`src/rtl/wb_uart_rx_pkg.sv`:
```
// Shared definitions for the UART receiver: FSM encoding, frame shape,
// default baud divisors (common with the transmitter) and FIFO geometry.
package wb_uart_rx_pkg;

  typedef enum logic [2:0] {
    ST_IDLE  = 3'd0,
    ST_START = 3'd1,
    ST_DATA  = 3'd2,
    ST_STOP  = 3'd3,
    ST_PUSH  = 3'd4
  } rx_state_t;

  localparam int UART_DATA_BITS = 8;
  localparam int UART_STOP_BITS = 1;

  localparam int DEFAULT_BAUD_DIV_RATE  = 2604;
  localparam int DEFAULT_BAUD_DIV_WIDTH = 12;

  localparam int RX_FIFO_DW = 8;
  localparam int RX_FIFO_AW = 5;

endpackage

```
`src/rtl/wb_uart_rx_if.sv`:
```
// Reduced Wishbone pop bus plus the external FIFO memory port of the receiver.
interface wb_uart_rx_if
  import wb_uart_rx_pkg::*;
#(
  parameter int DW = RX_FIFO_DW,
  parameter int AW = RX_FIFO_AW
);

  logic          wb_cyc;
  logic          wb_stb;
  logic [DW-1:0] wb_data;
  logic          wb_ack;
  logic          wb_stall;

  logic [AW-1:0] fifo_mem_addr_w;
  logic [AW-1:0] fifo_mem_addr_r;
  logic          fifo_mem_we;
  logic [DW-1:0] fifo_mem_data_read;
  logic [DW-1:0] fifo_mem_data_write;

  modport master (
    output wb_cyc, wb_stb,
    input  wb_data, wb_ack, wb_stall,
    input  fifo_mem_addr_w, fifo_mem_addr_r, fifo_mem_we, fifo_mem_data_write,
    output fifo_mem_data_read
  );

  modport slave (
    input  wb_cyc, wb_stb,
    output wb_data, wb_ack, wb_stall,
    output fifo_mem_addr_w, fifo_mem_addr_r, fifo_mem_we, fifo_mem_data_write,
    input  fifo_mem_data_read
  );

endinterface

```
`src/rtl/wb_uart_rx_fifo.sv`:
```
// Wishbone-handshaked FIFO controller over an external memory with a
// registered (one-cycle) read port; acks arrive the cycle after the strobe.
module wb_fifo #(
  parameter int DW = 8,
  parameter int AW = 5
) (
  input  logic          clk,
  input  logic          rst_n,
  input  logic          push_cyc,
  input  logic          push_stb,
  input  logic [DW-1:0] push_data,
  output logic          push_ack,
  output logic          push_stall,
  input  logic          pop_cyc,
  input  logic          pop_stb,
  output logic [DW-1:0] pop_data,
  output logic          pop_ack,
  output logic          pop_stall,
  output logic [AW-1:0] mem_addr_w,
  output logic [AW-1:0] mem_addr_r,
  output logic          mem_we,
  output logic [DW-1:0] mem_data_write,
  input  logic [DW-1:0] mem_data_read
);

  localparam logic [AW-1:0] PTR_ONE = {{(AW-1){1'b0}}, 1'b1};
  localparam logic [AW:0]   CNT_ONE = {{AW{1'b0}}, 1'b1};
  localparam logic [AW:0]   CNT_FULL = {1'b1, {AW{1'b0}}};

  logic [AW-1:0] wr_ptr;
  logic [AW-1:0] rd_ptr;
  logic [AW:0]   count;
  logic          full;
  logic          empty;
  logic          do_push;
  logic          do_pop;

  assign full    = (count == CNT_FULL);
  assign empty   = (count == '0);
  assign do_push = push_cyc & push_stb & ~full;
  assign do_pop  = pop_cyc & pop_stb & ~empty;

  assign push_stall     = full;
  assign pop_stall      = empty;
  assign mem_we         = do_push;
  assign mem_addr_w     = wr_ptr;
  assign mem_data_write = push_data;
  // Memory reads rd_ptr every edge, so the popped word is on the bus with the ack.
  assign mem_addr_r     = rd_ptr;
  assign pop_data       = mem_data_read;

  always_ff @(posedge clk or negedge rst_n) begin
    if (!rst_n) begin
      wr_ptr   <= '0;
      rd_ptr   <= '0;
      count    <= '0;
      push_ack <= 1'b0;
      pop_ack  <= 1'b0;
    end else begin
      push_ack <= do_push;
      pop_ack  <= do_pop;
      if (do_push) wr_ptr <= wr_ptr + PTR_ONE;
      if (do_pop)  rd_ptr <= rd_ptr + PTR_ONE;
      case ({do_push, do_pop})
        2'b10:   count <= count + CNT_ONE;
        2'b01:   count <= count - CNT_ONE;
        default: count <= count;
      endcase
    end
  end

endmodule

```
`src/rtl/wb_uart_rx.sv`:
```
// 8N1 UART receiver: 2-flop sync, centre-sampling FSM, bytes buffered in
// wb_fifo and popped over a reduced Wishbone interface.
module wb_uart_rx
  import wb_uart_rx_pkg::*;
#(
  parameter int BAUD_DIV_RATE  = DEFAULT_BAUD_DIV_RATE,
  parameter int BAUD_DIV_WIDTH = DEFAULT_BAUD_DIV_WIDTH
) (
  input  logic         i_clk,
  input  logic         i_reset_n,
  wb_uart_rx_if.slave  bus,
  input  logic         uart_rx,
  output logic         o_rx_avail,
  output logic         o_frame_err,
  output logic         o_overrun_err,
  input  logic         i_clear_err
);

  localparam int FIFO_DW   = RX_FIFO_DW;
  localparam int FIFO_AW   = RX_FIFO_AW;
  localparam int BIT_CNT_W = $clog2(UART_DATA_BITS + UART_STOP_BITS);

  localparam logic [BAUD_DIV_WIDTH-1:0] HALF_LOAD = BAUD_DIV_WIDTH'(BAUD_DIV_RATE / 2);
  localparam logic [BAUD_DIV_WIDTH-1:0] FULL_LOAD = BAUD_DIV_WIDTH'(BAUD_DIV_RATE - 1);
  localparam logic [BAUD_DIV_WIDTH-1:0] BAUD_ONE  = BAUD_DIV_WIDTH'(1);
  localparam logic [BIT_CNT_W-1:0]      BIT_ONE   = BIT_CNT_W'(1);
  localparam logic [BIT_CNT_W-1:0]      LAST_BIT  = BIT_CNT_W'(UART_DATA_BITS - 1);

  rx_state_t                 state, state_nxt;
  logic [1:0]                sync;
  logic                      rx_prev;
  logic                      rx_s;
  logic [BAUD_DIV_WIDTH-1:0] baud_cnt, baud_nxt;
  logic [BIT_CNT_W-1:0]      bit_cnt, bit_nxt;
  logic [FIFO_DW-1:0]        shift_reg, shift_nxt;
  logic                      push_sent, sent_nxt;
  logic                      baud_zero;
  logic                      ferr_set;
  logic                      oerr_set;

  logic                      push_stb;
  logic                      push_ack;
  logic                      fifo_full;
  logic                      fifo_empty;
  logic                      pop_stb;
  logic                      pop_cyc;

  assign rx_s      = sync[1];
  assign baud_zero = (baud_cnt == '0);

  // Synchronised falling edge is seen 2 cycles after the pin; the counter load
  // adds one more, so every sample lands at floor(R/2)+1 (+k*R) after the pin edge.
  always_ff @(posedge i_clk or negedge i_reset_n) begin
    if (!i_reset_n) begin
      state         <= ST_IDLE;
      sync          <= 2'b11;
      rx_prev       <= 1'b1;
      baud_cnt      <= '0;
      bit_cnt       <= '0;
      shift_reg     <= '0;
      push_sent     <= 1'b0;
      o_frame_err   <= 1'b0;
      o_overrun_err <= 1'b0;
    end else begin
      state         <= state_nxt;
      sync          <= {sync[0], uart_rx};
      rx_prev       <= rx_s;
      baud_cnt      <= baud_nxt;
      bit_cnt       <= bit_nxt;
      shift_reg     <= shift_nxt;
      push_sent     <= sent_nxt;
      o_frame_err   <= ferr_set | (o_frame_err & ~i_clear_err);
      o_overrun_err <= oerr_set | (o_overrun_err & ~i_clear_err);
    end
  end

  always_comb begin
    state_nxt = state;
    baud_nxt  = baud_cnt;
    bit_nxt   = bit_cnt;
    shift_nxt = shift_reg;
    sent_nxt  = push_sent;
    push_stb  = 1'b0;
    ferr_set  = 1'b0;
    oerr_set  = 1'b0;
    case (state)
      ST_IDLE: begin
        if (rx_prev && !rx_s) begin
          state_nxt = ST_START;
          baud_nxt  = HALF_LOAD;
        end
      end
      ST_START: begin
        if (!baud_zero) begin
          baud_nxt = baud_cnt - BAUD_ONE;
        end else if (!rx_s) begin
          state_nxt = ST_DATA;
          baud_nxt  = FULL_LOAD;
          bit_nxt   = '0;
        end else begin
          state_nxt = ST_IDLE;
        end
      end
      ST_DATA: begin
        if (!baud_zero) begin
          baud_nxt = baud_cnt - BAUD_ONE;
        end else begin
          shift_nxt = {rx_s, shift_reg[FIFO_DW-1:1]};
          baud_nxt  = FULL_LOAD;
          if (bit_cnt == LAST_BIT) state_nxt = ST_STOP;
          else                     bit_nxt   = bit_cnt + BIT_ONE;
        end
      end
      ST_STOP: begin
        if (!baud_zero) begin
          baud_nxt = baud_cnt - BAUD_ONE;
        end else if (rx_s) begin
          state_nxt = ST_PUSH;
          sent_nxt  = 1'b0;
        end else begin
          ferr_set  = 1'b1;
          state_nxt = ST_IDLE;
        end
      end
      ST_PUSH: begin
        // One strobe cycle, then the ack the following cycle; two cycles total.
        if (!push_sent) begin
          if (fifo_full) begin
            oerr_set  = 1'b1;
            state_nxt = ST_IDLE;
          end else begin
            push_stb = 1'b1;
            sent_nxt = 1'b1;
          end
        end else if (push_ack) begin
          sent_nxt  = 1'b0;
          state_nxt = ST_IDLE;
        end
      end
      default: state_nxt = ST_IDLE;
    endcase
  end

  assign pop_stb      = bus.wb_stb & ~fifo_empty;
  assign pop_cyc      = bus.wb_cyc & ~fifo_empty;
  assign bus.wb_stall = fifo_empty;
  assign o_rx_avail   = ~fifo_empty;

  wb_fifo #(
    .DW (FIFO_DW),
    .AW (FIFO_AW)
  ) u_fifo (
    .clk            (i_clk),
    .rst_n          (i_reset_n),
    .push_cyc       (push_stb),
    .push_stb       (push_stb),
    .push_data      (shift_reg),
    .push_ack       (push_ack),
    .push_stall     (fifo_full),
    .pop_cyc        (pop_cyc),
    .pop_stb        (pop_stb),
    .pop_data       (bus.wb_data),
    .pop_ack        (bus.wb_ack),
    .pop_stall      (fifo_empty),
    .mem_addr_w     (bus.fifo_mem_addr_w),
    .mem_addr_r     (bus.fifo_mem_addr_r),
    .mem_we         (bus.fifo_mem_we),
    .mem_data_write (bus.fifo_mem_data_write),
    .mem_data_read  (bus.fifo_mem_data_read)
  );

endmodule
```
`src/flat_wrapper.sv`:
```
// flat-port wrapper written by rule: the top's interface ports become plain ports
module wb_uart_rx_flat import wb_uart_rx_pkg::*;
#(
  parameter int BAUD_DIV_RATE  = DEFAULT_BAUD_DIV_RATE,
  parameter int BAUD_DIV_WIDTH = DEFAULT_BAUD_DIV_WIDTH
)
  (i_clk, i_reset_n, uart_rx, o_rx_avail, o_frame_err, o_overrun_err, i_clear_err, bus_wb_cyc, bus_wb_stb, bus_wb_data, bus_wb_ack, bus_wb_stall, bus_fifo_mem_addr_w, bus_fifo_mem_addr_r, bus_fifo_mem_we, bus_fifo_mem_data_write, bus_fifo_mem_data_read);
  wb_uart_rx_if bus_i ();
  input  logic i_clk;
  input  logic i_reset_n;
  input  logic uart_rx;
  output logic o_rx_avail;
  output logic o_frame_err;
  output logic o_overrun_err;
  input  logic i_clear_err;
  input wire logic [$bits(bus_i.wb_cyc)-1:0] bus_wb_cyc;
  input wire logic [$bits(bus_i.wb_stb)-1:0] bus_wb_stb;
  output wire logic [$bits(bus_i.wb_data)-1:0] bus_wb_data;
  output wire logic [$bits(bus_i.wb_ack)-1:0] bus_wb_ack;
  output wire logic [$bits(bus_i.wb_stall)-1:0] bus_wb_stall;
  output wire logic [$bits(bus_i.fifo_mem_addr_w)-1:0] bus_fifo_mem_addr_w;
  output wire logic [$bits(bus_i.fifo_mem_addr_r)-1:0] bus_fifo_mem_addr_r;
  output wire logic [$bits(bus_i.fifo_mem_we)-1:0] bus_fifo_mem_we;
  output wire logic [$bits(bus_i.fifo_mem_data_write)-1:0] bus_fifo_mem_data_write;
  input wire logic [$bits(bus_i.fifo_mem_data_read)-1:0] bus_fifo_mem_data_read;
  assign bus_i.wb_cyc = bus_wb_cyc;
  assign bus_i.wb_stb = bus_wb_stb;
  assign bus_wb_data = bus_i.wb_data;
  assign bus_wb_ack = bus_i.wb_ack;
  assign bus_wb_stall = bus_i.wb_stall;
  assign bus_fifo_mem_addr_w = bus_i.fifo_mem_addr_w;
  assign bus_fifo_mem_addr_r = bus_i.fifo_mem_addr_r;
  assign bus_fifo_mem_we = bus_i.fifo_mem_we;
  assign bus_fifo_mem_data_write = bus_i.fifo_mem_data_write;
  assign bus_i.fifo_mem_data_read = bus_fifo_mem_data_read;
  wb_uart_rx #(.BAUD_DIV_RATE(BAUD_DIV_RATE), .BAUD_DIV_WIDTH(BAUD_DIV_WIDTH)) u_core (.i_clk(i_clk), .i_reset_n(i_reset_n), .bus(bus_i), .uart_rx(uart_rx), .o_rx_avail(o_rx_avail), .o_frame_err(o_frame_err), .o_overrun_err(o_overrun_err), .i_clear_err(i_clear_err));
endmodule
```
`config.mk`:
```
export PLATFORM = sky130hd
export DESIGN_NAME = wb_uart_rx_flat
export DESIGN_NICKNAME = d
export VERILOG_FILES = /design/src/rtl/wb_uart_rx_pkg.sv /design/src/rtl/wb_uart_rx_if.sv /design/src/rtl/wb_uart_rx_fifo.sv /design/src/rtl/wb_uart_rx.sv /design/src/flat_wrapper.sv
export SDC_FILE = /design/constraint.sdc
export NUM_CORES = 1
export LEC_CHECK = 0
export BUFFER_PORTS_ARGS = -buffer_cell sky130_fd_sc_hd__buf_2
export CORE_MARGIN = 4
export CORE_UTILIZATION = 56
export CTS_CLUSTER_DIAMETER = 30
export DETAILED_ROUTE_END_ITERATION = 16
export PLACE_DENSITY_LB_ADDON = 0.1
export SYNTH_ARGS = -nofsm -noshare
export SYNTH_HDL_FRONTEND = slang
export SYNTH_SLANG_ARGS = --single-unit
```
`constraint.sdc`:
```
create_clock -name i_clk -period 3.9 [get_ports i_clk]
set_input_delay 0.585 -clock i_clk [delete_from_list [all_inputs] [get_ports i_clk]]
set_output_delay 0.585 -clock i_clk [all_outputs]
set_load 0.02 [all_outputs]
```
# ---- Word-level counts from Yosys, hierarchy flattened
# Cells that the tools add are included.
dict set report totals {
  reg_bits 51
  inputBits 14
  output_inout_bits 32
  wordCells 103
}
dict set report op_classes {
  add_sub_neg 6
  n_eq_ne 20
  muxes 37
  bitwise_logic 12
  reduce_logical 14
}
# operator n
set ops {}
lappend ops {{$mux W12} 5}
lappend ops {{$pmux W12 S4} 1}
lappend ops {{$mux W3} 9}
lappend ops {{$mux W4} 4}
lappend ops {{$pmux W3 S5} 1}
lappend ops {{$mux W1} 13}
lappend ops {{$logic_not A12 Y1} 1}
lappend ops {{$ne A2 B1 Y1 const B} 6}
lappend ops {{$pmux W6 S2} 1}
lappend ops {{$sub A12 B1 Y12 const B} 1}
lappend ops {{$add A5 B1 Y5 const B} 2}
lappend ops {{$pmux W4 S2} 1}
lappend ops {{$and A1 B1 Y1} 7}
lappend ops {{$reduce_and A7 Y1} 1}
lappend ops {{$add A6 B1 Y6 const B} 1}
lappend ops {{$eq A3 B2 Y1 const B} 2}
lappend ops {{$eq A6 B6 Y1 const B} 1}
lappend ops {{$logic_not A6 Y1} 1}
lappend ops {{$ne A2 B2 Y1 const B} 3}
lappend ops {{$ne A3 B3 Y1 const B} 2}
lappend ops {{$reduce_bool A2 Y1} 3}
lappend ops {{$sub A6 B1 Y6 const B} 1}
lappend ops {{$reduce_and A5 Y1} 1}
lappend ops {{$add A4 B1 Y4 const B} 1}
lappend ops {{17 further kinds} 20}

# ---- Logic depth before layout (Yosys ltp)
# Gate-level depths: netlist of the first run.
dict set report logic_depth {
  word_depth 7
  ltp_mapped 11
  mapped_depth_nobuf 10
}

# ---- Cells and area by module
# Synthesis of the first run repeated with hierarchy kept, for this count alone.
dict set report unflattened {
  cells_unflattened 288
  hier_area_um2 3002.9
}
# module n_inst cells_per_inst area_each_um2 seq_area_each_um2
set by_module_without_submodules {}
lappend by_module_without_submodules {wb_uart_rx 1 186 1866.8 829.5}
lappend by_module_without_submodules {wb_fifo 1 102 1136.1 450.4}

# ---- Worst setup path before layout of the first run
# Ideal clock, no wire load.
dict set report synth_path {
  kind {reg2reg}
  start {register u_core.state[0]}
  end {register u_core.u_fifo.count[5]}
  setup_ns 0.123
  arrival_ns 2.709
  required_ns 3.777
  slack_ns 1.068
  path_stages_with_launch 11
  path_buffers 1
  period_less_slack_ns 2.832
  cell_sequence {dfrtp_1 buf_2 or3b_2 nor2_1 nand2_1 ha_1 ha_1 a211oi_1 nor4_1 or3b_2 xnor2_1}
}
dict set report synth_via {
  elab_chain_len 5
  word_cells_on_any_way 7
  cone_classes {eq/ne: 3; mux: 2; bitwise: 1; reduce/logical: 1}
}
# item line_no
set synth_lines {}
lappend synth_lines {{from (decl)} wb_uart_rx.sv:29} ;# rx_state_t state, state_nxt;
lappend synth_lines {{from (signal assigned)} wb_uart_rx.sv:65} ;# state <= state_nxt;
lappend synth_lines {{$eq A3 B3 Y1 *} wb_uart_rx.sv:86} ;# case (state)
lappend synth_lines {{$mux W1 *} wb_uart_rx.sv:86}
lappend synth_lines {{$and A1 B1 Y1 *} wb_uart_rx_fifo.sv:40} ;# assign do_push = push_cyc & push_stb & ~full;
lappend synth_lines {{$eq A2 B1 Y1 / $eq A2 B2 Y1 (equally long branches)} wb_uart_rx_fifo.sv:64} ;# case ({do_push, do_pop})
lappend synth_lines {{$pmux W6 S2 / $reduce_bool A2 Y1 (equally long branches)} n/a}
lappend synth_lines {{to (signal assigned)} wb_uart_rx_fifo.sv:65} ;# 2'b10: count <= count + CNT_ONE;
lappend synth_lines {{to (signal assigned)} wb_uart_rx_fifo.sv:66} ;# 2'b01: count <= count - CNT_ONE;
lappend synth_lines {{to (signal assigned)} wb_uart_rx_fifo.sv:67} ;# default: count <= count;
lappend synth_lines {{to (decl)} wb_uart_rx_fifo.sv:32} ;# logic [AW:0] count;
# Mark *: on every way between the ends. The rest lies on a longest branch, timed or not.
# A chain may end at the register's enable or synchronous reset.

# ---- Worst setup path after layout of the first run
dict set report layout_path {
  start {register u_core.u_fifo.count[0]}
  end {register u_core.u_fifo.count[5]}
}
dict set report layout_via {
  elab_chain_len 7
  word_cells_on_any_way 18
  cone_classes {add/sub: 2; eq/ne: 3; mux: 4; bitwise: 7; reduce/logical: 2}
}
# item line_no
set layout_lines {}
lappend layout_lines {{$logic_not A6 Y1 *} wb_uart_rx_fifo.sv:39} ;# assign empty = (count == '0);
lappend layout_lines {{$not A1 Y1 *} {wb_uart_rx_fifo.sv:41, wb_uart_rx.sv:144, wb_uart_rx.sv:145}}
lappend layout_lines {{$and A1 B1 Y1 (on tied branches)} {wb_uart_rx.sv:145, wb_uart_rx.sv:144}}
lappend layout_lines {{$and A1 B1 Y1} wb_uart_rx_fifo.sv:41} ;# assign do_pop = pop_cyc & pop_stb & ~empty;
lappend layout_lines {{$and A1 B1 Y1 *} wb_uart_rx_fifo.sv:41}
lappend layout_lines {{named net u_core.u_fifo.do_pop} wb_uart_rx_fifo.sv:36} ;# logic do_pop;
lappend layout_lines {{$eq A2 B1 Y1 / $eq A2 B2 Y1 (equally long branches)} wb_uart_rx_fifo.sv:64}
lappend layout_lines {{$pmux W6 S2 / $reduce_bool A2 Y1 (equally long branches)} n/a}
# The timed path passes the listed nets; every way through them passes the cells marked *.

==> results of run 1 <==
-- layout by cell type, fill, tap and decap left out, types with 6 or more instances in the layout --
master and n:
a21oi_1 12, buf_2 29, dfrtp_1 48, ha_1 10
inv_1 23, mux2_2 12, nand2_1 15, nand3_1 7
nand4_1 11, nor2_1 6, o211ai_1 6, o21ai_0 11
o22ai_1 7, xnor2_1 8
-- kinds of logic after synthesis --
logic type	Yosys count	synth area share
AOI/OAI and AO/OA	69	0.170
xor gates and xnor gates	12	0.0380
adders and majority gates	11	0.0524
buffers and inverters	39	0.0664
DFF	51	0.462
muxes	12	0.0488
and+or+nand+nor	73	0.162
-- stage by stage --
step | util | std cells | hold WS [ps] | setup slack [ps]
4_1_cts | 0.632 | 356 | 199 | 768
2_1_floorplan | - | 267 | 289 | 1070
5_1_grt | 0.632 | 356 | 211 | 457
3_3_place_gp | 0.612 | 348 | 348 | 843
3_5_place_dp | 0.612 | 348 | 355 | 785
6_report | 0.632 | 356 | 188 | 767
-- cell type report --
type / count / area share
multi-input cells: 177 / 0.435
flip-flops and latches: 51 / 0.426
repair buffers: 30 / 0.0508
inverters: 23 / 0.0288
well taps: 67 / 0.0279
clock buffers: 5 / 0.0229
clock inverters: 3 / 0.00875
-- power breakdown --
group | total (W) | leakage [nW] | switching, W | internal, W
sequential | 0.000774 | 0.650 | 0.000130 | 0.000645
combinational | 0.000495 | 0.700 | 0.000276 | 0.000219
clock | 0.000321 | 0.0491 | 0.000189 | 0.000132
-- worst max-delay path, cell delays in order (launching register included) --
cell	delay [ps]
dfrtp_1	440
nor4_1	500
a31oi_1	330
ha_1	390
ha_1	330
a211oi_1	360
nor4_1	100
or3b_2	460
xnor2_1	130
-- per-layer routing --
| metal | global-route usage | vias up | wire length (um) |
|---|---|---|---|
| li1 | - | 1024 | - |
| met1 | 0.264 | 1039 | 2560 |
| met2 | 0.295 | 46 | 2420 |
| met3 | 0.0321 | 15 | 236 |
| met4 | 0.0979 | 0 | 130 |
| met5 | 0 | - | 0 |
-- cells in the mapped netlist (all sizes together) (2+ instances only) --
master,n
nand2b,5
o2bb2ai,4
ha,10
nor4b,2
a211oi,2
clkbuf,3
xnor2,8
nor3,2
nor4,5
a21oi,12
nand3,7
nand4,11
o21a,2
nor3b,4
nor2b,2
a22oi,4
a31oi,3
xor2,4
mux2,12
a41oi,3
buf,13
a21o,2
a22o,3
or4,2
or3b,4
dfstp,3
o32ai,2
dfrtp,48
o21ai,11
o22ai,7
inv,23
nor2,7
nand2,15
o211ai,6
-- worst paths after layout --
check                                                           to  slack, ps                                from
max in group asynchronous                 u_core.rx_prev$_DFF_PN1_       2920                           i_reset_n
min in group i_clk                        u_core.sync[0]$_DFF_PN1_        370                             uart_rx
worst max register to register  u_core.u_fifo.count[5]$_DFFE_PN0P_        770  u_core.u_fifo.count[0]$_DFFE_PN0P_
worst min register to register            u_core.sync[1]$_DFF_PN1_        370            u_core.sync[0]$_DFF_PN1_
worst max-delay path            u_core.u_fifo.count[5]$_DFFE_PN0P_        770  u_core.u_fifo.count[0]$_DFFE_PN0P_
worst min-delay path                u_core.baud_cnt[2]$_DFFE_PN0P_        190                           i_reset_n
==> results.md, run 1 <==
- Setup crit start kind: register
- Die area: roughly 6100 um^2
- Final wirelength: ~5300 um
- Seq/Total Area, Yosys: 0.462
- Final instance area: 3000 um^2
- Total grt overflow: 0
- Num Clock Sinks: just over 50
- Synth cell types: 55
- Fin. max-slew vios: 0
- Critical path peak fanout: 9
- Register bit count reported by yosys: 51
- Share of the synthesized area in the top cell type: 0.434
- Worst-path clk slew: 100 ps
- Fin. Hold Viols: 0
- I/O pin count: 46
- Starting Density: 0.582
- Setup violations, final: 0
- Mapped Nets: 292
- Yosys synthesis warning count: 0
- Worst EP arrival: 3340 ps
- Die H: slightly below 80 um
- Drt pass-1 iters: 4
- Number of setup buffers added after CTS: 0
- Worst slew margin: 0.389
- Via count: 2124
- Post-synth EDFFs: 0
- Unrepaired setup endpoints after global routing: false
- Post-Syn Area: 2770 um^2
- Worst slew pin tran: 908 ps
- Worst R2R Path Depth: 8
- Gate Count Post-Synth: 267
- Tot Pwr: 0.00159 W
- Mean post-synth cell area: 10.4 um^2
- Setup TNS Final: 0 ps
- Area of the multi-input gates: 1310 um^2
- Max IR drop VDD: roughly 0.33 mV
- Row Count: 25
- First-pass GRT wire length: roughly 9500 um
- CTS Hold Bufs: 0
- Fill count: 430
- Placer Congestion: 0.868
- # resized after CTS: 0
- Synth area leader: dfrtp_1
- Global Route Usage Sum: 0.192
- Antenna cells: 0
- Core area: 4750 um^2
- Vias in the first global route: 2051
- Setup crit end kind: register
- CTS Buf Count: 5
- Max reg flops: 12
- IO buf count: 29
- Outcome: complete, no violations
- Largest cells by area after synthesis: dfrtp_1 43%, mux2_2 4.9%, ha_1 4.5%, inv_1 3.1%, dfstp_2 2.8%
- CP Class: reg2reg
- Synthesis-to-layout area growth: 8.45%
- Post-synthesis async set-or-reset flop share: 1.00
- Max Cap Viol: 0
- Fmax: 0.319 GHz
- # nets final: 313
- Worst Skew: 7.15 ps
- Die width: about 80 um
- Post-route ant nets: 0
- Root Buffer: clkbuf_8
- Initial antenna violation count: 0
- Worst hold path type: in2async
- Routed WL per cell: 15.0 um
- Clock Latency Late Sink: 310 ps
- Vias/cell: 5.97
- Critical path required time: 4110 ps
- TritonCTS clock tree: done
- Dpl hpwl: 3910 um
- Most common flop cell mapped by yosys: dfrtp_1
- Crit share post-route: 0.803
- Tmin final: approximately 3100 ps
- DP Area: 2910 um^2
- Pwr/cell area: about 530 nW/um^2
- Largest net degree at the start of global routing: 35
- Clock buffer depth: 2
- Iteration-0 DRC count of the detailed router: 128
- Register area: 1280 um^2
- DRC violation count after routing: 0
- Layout cell share with drive strength beyond 1: 0.215
- H-Tree Depth: 2
- Pleak: approximately 1.4 nW
Note: power is estimated with default switching activity, not from simulation.
==> inputs of run 2 (changes only) <==
Settings changed: ABC_AREA set to 1.
Clock period 3.9 ns to 3.3 ns, I/O delays scaled along.
==> results.md, run 2 <==
- Reg2Reg Setup Slack: 690 ps (-80 ps)
- Post-synth EDFFs: 0 (unchanged)
- Tmin final: 2610 ps (-523 ps)
- Placement Setup Slack: 705 ps (-80.1 ps)
- Root Buffer: clkbuf_8
- IO buf count: 29 (unchanged)
- CTS Hold Bufs: 0 (unchanged)
- I/O pin count: 46 (unchanged)
- Clock Latency Late Sink: 300 ps (about the same)
- Register bit count reported by yosys: 51 (unchanged)
- Worst Skew: 6.87 ps (-0.285 ps)
- Final wirelength: 5420 um (+1.4%)
- Global Route Usage Sum: 0.197 (+0.00412)
- Worst EP arrival: 2810 ps (-530 ps)
- Pwr/cell area: 785 nW/um^2 (+48%)
- Post-Syn Area: 2870 um^2 (+3.8%)
- Share of the synthesized area in the top cell type: 0.418 (-0.0159)
- Unrepaired setup endpoints after global routing: false
- Dpl hpwl: 4090 um (+4.6%)
- Drt pass-1 iters: 4 (unchanged)
- RR Endpoint: u_core.u_fifo.count[4]$_DFFE_PN0P_
- Total grt overflow: 0 (unchanged)
- Clock buffer depth: 2 (unchanged)
- Critical path required time: 3500 ps (-610 ps)
- Mapped Nets: 396 (+36%)
- Crit share post-route: 0.791 (-0.0124)
- Vias/cell: 4.91 (-18%)
- Row Count: 25 (unchanged)
- Placer Congestion: 0.869 (about the same)
- Critical path peak fanout: 9 (unchanged)
- Register area: 1280 um^2 (unchanged)
- CTS Buf Count: 5 (unchanged)
- Fmax: 0.383 GHz (+20%)
- Most common flop cell mapped by yosys: dfrtp_1
- Via count: 2291 (+7.9%)
- Max IR drop VDD: 0.425 mV (+27%)
- Worst hold path type: in2reg
- CP Launch Point: u_core.u_fifo.count[1]$_DFFE_PN0P_
- Seq/Total Area, Yosys: 0.445 (-0.0169)
- Fin. Hold Viols: 0 (unchanged)
- Max reg flops: 12 (unchanged)
- Most frequent cells in the layout: 132 x nand2_1, 48 x dfrtp_1, 43 x inv_1
- Setup ws final: 690 ps (-77.2 ps)
- CP Class: reg2reg
- Synth area leader: dfrtp_1
- Synth cell types: 34 (-38%)
- Area of the multi-input gates: 1350 um^2 (+3.7%)
- Routed WL per cell: 11.6 um (-23%)
- Setup crit end kind: register
- Iteration-0 DRC count of the detailed router: 160 (+25%)
- Pleak: 1.69 nW (+21%)
- First-pass GRT wire length: 9950 um (+5.2%)
- Num Clock Sinks: 51 (unchanged)
- TritonCTS clock tree: done
- Yosys synthesis warning count: 0 (unchanged)
- Fill count: 425 (-1.2%)
- Worst R2R Path Depth: 15 (+7)
- Most common cell after layout, fill and taps aside: nand2_1
- DRC violation count after routing: 0 (unchanged)
- Outcome: complete, no violations
- Hold slack: 277 ps (+88.7 ps)
- Largest cells by area after synthesis: dfrtp_1 42%, nand2_1 17%, nand3_1 6.1%, inv_1 5.6%, ha_1 4.4%
- Gate Count Post-Synth: 371 (+39%)
- Die area: 6340 um^2 (+3.4%)
- Vias in the first global route: 2255 (+9.9%)
- Setup violations, final: 0 (unchanged)
- Number of setup buffers added after CTS: 0 (unchanged)
- Core area: 4850 um^2 (+2.0%)
- Die width: 79.6 um (+1.7%)
- Final cell count without fillers: 467 (+31%)
- Mean post-synth cell area: 7.75 um^2 (-25%)
- Crit path to: u_core.u_fifo.count[4]$_DFFE_PN0P_
- Count leader, synth: nand2_1
- Starting Density: 0.593 (+0.0104)
- Worst-path clk slew: 100 ps (about the same)
- Setup crit start kind: register
- Post-route ant nets: 0 (unchanged)
- Layout cell share with drive strength beyond 1: 0.148 (-0.0670)
- Synthesis-to-layout area growth: 9.19%
- Cells after DPL: 459 (+32%)
- # nets final: 424 (+35%)
- H-Tree Depth: 2 (unchanged)
- Worst slew margin: 0.583 (+0.194)
- Post-synthesis async set-or-reset flop share: 1.00 (unchanged)
- Max Cap Viol: 0 (unchanged)
- Worst R2R Start: u_core.u_fifo.count[1]$_DFFE_PN0P_
- Worst slew pin tran: 626 ps (-282 ps)
- Synth top cells by count: 132 x nand2_1, 48 x dfrtp_1, 43 x inv_1
- Fin. max-slew vios: 0 (unchanged)
- Antenna cells: 0 (unchanged)
- Largest net degree at the start of global routing: 52 (+49%)
- Initial antenna violation count: 0 (unchanged)
- Setup TNS Final: 0 ps (unchanged)
- # resized after CTS: 0 (unchanged)
- Die H: 79.6 um (+1.7%)
-- run 2: how the worst min path moves through the flow --
stage / end / slack, ps / from / depth (start not counted)
3_5_place_dp: u_core.sync[1]$_DFF_PN1_ / 350 / u_core.sync[0]$_DFF_PN1_ / 0
2_1_floorplan: u_core.baud_cnt[0]$_DFFE_PN0P_ / 200 / i_reset_n / 0
5_1_grt: u_core.sync[0]$_DFF_PN1_ / 260 / uart_rx / 1
6_report: u_core.sync[0]$_DFF_PN1_ / 280 / uart_rx / 1
4_1_cts: u_core.sync[0]$_DFF_PN1_ / 270 / uart_rx / 1
3_3_place_gp: u_core.sync[1]$_DFF_PN1_ / 350 / u_core.sync[0]$_DFF_PN1_ / 0
-- run 2: cell families after synthesis --
group,Yosys count,synth area share
adder cells (fa/ha/maj),11,0.0505
buffers and inverters,55,0.0836
AO/OA/AOI/OAI,26,0.0518
XOR/XNOR,14,0.0427
flip-flops,51,0.445
AND/OR/NAND/NOR,214,0.326
-- run 2: power breakdown --
group	internal (W)	switching [W]
combinational	0.000406	0.000733
clock	0.000152	0.000212
sequential	0.000788	0.000173
-- run 2: metal layers --
metal / routed length, um / vias to the layer above / share of wire / global-route usage
met5: 0 / - / 0 / 0
li1: - / 1211 / - / -
met2: 2480 / 44 / 0.46 / 0.311
met1: 2650 / 1032 / 0.49 / 0.278
met4: 56 / 0 / 0.010 / 0.0636
met3: 233 / 4 / 0.043 / 0.0271
-- run 2: layout make-up --
| cell class | count | area share |
|---|---|---|
| inverters | 46 | 0.0558 |
| well taps | 67 | 0.0267 |
| repair buffers | 30 | 0.0486 |
| flip-flops and latches | 51 | 0.408 |
| clock buffers | 5 | 0.0219 |
| clock inverters | 3 | 0.00758 |
| multi-input cells | 265 | 0.431 |
-- run 2: metrics by stage --
stage | util | power [W] | cell area [um^2]
finish | 0.647 | 0.00246 | 3140
global route | 0.647 | 0.00272 | 3140
CTS | 0.647 | 0.00249 | 3140
detailed placement | 0.628 | 0.00211 | 3050
global placement | 0.628 | 0.00209 | 3050
floorplan | - | 0.00185 | 2870
-- run 2: critical path, stage by stage (launching register included) --
cell,delay [ps]
dfrtp_1,420
nor2_1,120
nand3_1,140
nor2_1,300
nor2_8,80
inv_1,110
ha_1,320
inv_1,100
fa_1,380
inv_1,80
nand2_1,60
nand2_1,60
nand2_1,60
nand3_1,70
nand2_1,50
o22a_1,150
==> inputs of run 3 (changes only) <==
Clock period 3.3 ns to 2.7 ns, I/O delays scaled along.
==> results.md, run 3 (synthesized netlist as in run 2, its figures left out) <==
- Most common cell after layout, fill and taps aside: nand2_1
- IO buf count: 29 (unchanged)
- Drt pass-1 iters: 4 (unchanged)
- Critical path required time: 2900 ps (-600 ps)
- Max IR drop VDD: 0.527 mV (+24%)
- Clock group share of total power: 0.144 (-0.004)
- Iteration-0 DRC count of the detailed router: 129 (-19%)
- Via count: 2347 (+2.4%)
- Core area: 4850 um^2 (unchanged)
- CTS Hold Bufs: 0 (unchanged)
- First-pass GRT wire length: 10200 um (+2.2%)
- Cells after DPL: 460 (+0.22%)
- Sequential power share: 0.388 (-0.002)
- Most frequent cells in the layout: 131 x nand2_1, 48 x dfrtp_1, 42 x inv_1
- Pleak: 1.69 nW (about the same)
- Internal power: 0.00165 W (+22%)
- Final instance area: 3150 um^2 (+0.36%)
- Worst hold path type: in2async
- Setup ws final: 276 ps (-414 ps)
- DP Area: 3050 um^2 (+0.25%)
- Layout cell share with drive strength beyond 1: 0.160 (+0.0121)
- Max Cap Viol: 0 (unchanged)
- Worst EP arrival: 2630 ps (-180 ps)
- H-Tree Depth: 2 (unchanged)
- Worst Skew: 5.60 ps (-1.26 ps)
- Total grt overflow: 0 (unchanged)
- Die width: 79.6 um (unchanged)
- Fin. max-slew vios: 0 (unchanged)
- Switching Share: 0.458 (+0.00362)
- Final cell count without fillers: 468 (+0.21%)
- Worst slew margin: 0.523 (-0.0600)
- Vias/cell: 5.01 (+2.2%)
- Worst slew pin tran: 716 ps (+89.9 ps)
- CP Class: reg2reg
- Final wirelength: 5620 um (+3.6%)
- Fill count: 416 (-2.1%)
- Post-route ant nets: 0 (unchanged)
- Antenna cells: 0 (unchanged)
- Fmax: 0.413 GHz (+7.7%)
- # nets final: 425 (+0.24%)
- Worst-path clk slew: 90 ps (about the same)
- Crit share post-route: 0.898 (+0.107)
- CTS Buf Count: 5 (unchanged)
- Synthesis-to-layout area growth: 9.58%
- Routed WL per cell: 12.0 um (+3.4%)
- Fin. Hold Viols: 0 (unchanged)
- Global Route Usage Sum: 0.202 (+0.00551)
- Setup crit start kind: register
- Core Util, Final: 0.650 (+0.00232)
- Row Count: 25 (unchanged)
- Unrepaired setup endpoints after global routing: false
- I/O pin count: 46 (unchanged)
- Pwr/cell area: 964 nW/um^2 (+23%)
- DRC violation count after routing: 0 (unchanged)
- Clock buffer depth: 2 (unchanged)
- Die H: 79.6 um (unchanged)
- Largest net degree at the start of global routing: 32 (-38%)
- Placer Congestion: 0.827 (-4.8%)
- Die area: 6340 um^2 (unchanged)
- TritonCTS clock tree: done
- Sw Pwr: 0.00139 W (+24%)
- Vias in the first global route: 2297 (+1.9%)
- Outcome: complete, no violations
- Clock Latency Late Sink: 310 ps (about the same)
- Dpl hpwl: 4240 um (+3.7%)
- Setup violations, final: 0 (unchanged)
- Combinational power share: 0.468 (+0.006)
- Setup TNS Final: 0 ps (unchanged)
- Max reg flops: 12 (unchanged)
- Num Clock Sinks: 51 (unchanged)
- Initial antenna violation count: 0 (unchanged)
- Tmin final: 2420 ps (-186 ps)
- Starting Density: 0.593 (unchanged)
- Placement Setup Slack: 120 ps (-585 ps)
- Number of setup buffers added after CTS: 0 (unchanged)
- Setup crit end kind: register
- Root Buffer: clkbuf_8
- Critical path peak fanout: 9 (unchanged)
==> run 3: path summary, 6_finish.rpt <==
path,slack [ps],cells after the start,end,startpoint
max in group asynchronous,1850,2,u_core.rx_prev$_DFF_PN1_,i_reset_n
min in group i_clk,180,1,u_core.sync[0]$_DFF_PN1_,uart_rx
worst max register to register,280,15,u_core.u_fifo.count[4]$_DFFE_PN0P_,u_core.u_fifo.count[0]$_DFFE_PN0P_
worst min register to register,360,0,u_core.sync[1]$_DFF_PN1_,u_core.sync[0]$_DFF_PN1_
worst min-delay path,140,1,u_core.shift_reg[5]$_DFFE_PN0P_,i_reset_n
worst max-delay path,280,15,u_core.u_fifo.count[4]$_DFFE_PN0P_,u_core.u_fifo.count[0]$_DFFE_PN0P_
==> run 3: final cells by class <==
cell class / count / area (um^2) / share of cell area
Sequential cell: 51 / 1280 / 0.406
Tap cell: 67 / 83.8 / 0.0266
Clock buffer: 5 / 68.8 / 0.0219
Multi-Input combinational cell: 265 / 1360 / 0.432
Inverter: 46 / 175 / 0.0556
Clock inverter: 3 / 20.0 / 0.00636
Timing Repair Buffer: 31 / 160 / 0.0509
==> run 3: metrics by stage <==
stage	hold slack (ps)	power (W)
after global placement	346	0.00256
after floorplan	109	0.00226
after global routing	168	0.00332
after detailed placement	349	0.00260
after CTS	142	0.00305
final	140	0.00303
==> run 3: power by group through the flow <==
| stage | Sequential (W) | Clock [W] | Combinational (W) |
|---|---|---|---|
| after floorplan | 0.00120 | 0 | 0.00106 |
| after detailed placement | 0.00119 | 0 | 0.00141 |
| after global placement | 0.00118 | 0 | 0.00138 |
| final | 0.00118 | 0.000438 | 0.00142 |
| after global routing | 0.00122 | 0.000482 | 0.00163 |
| after CTS | 0.00117 | 0.000458 | 0.00142 |
==> run 3: repair_timing <==
| action | CTS | global route |
|---|---|---|
| resized for setup | 0 | 4 |
| endpoints found under the hold margin | 0 | 0 |
| setup endpoints to repair | 0 | 3 |
==> run 3: layer usage <==
metal,wire (um),vias to the layer above,global-route usage
li1,-,1219,-
met1,2780,1073,0.281
met2,2510,47,0.316
met3,251,8,0.0384
met4,82,0,0.0687
met5,0,-,0
==> run 3: critical path, stage by stage, from the launching register on <==
cell and delay (ps):
dfrtp_1 410, inv_1 100, nand3_1 140, nor2_2 220
nor2_8 70, inv_1 110, ha_2 270, inv_1 80
fa_1 350, inv_1 80, nand2_1 70, nand2_1 60
nand2_1 60, nand3_1 70, nand2_1 50, o22a_1 150
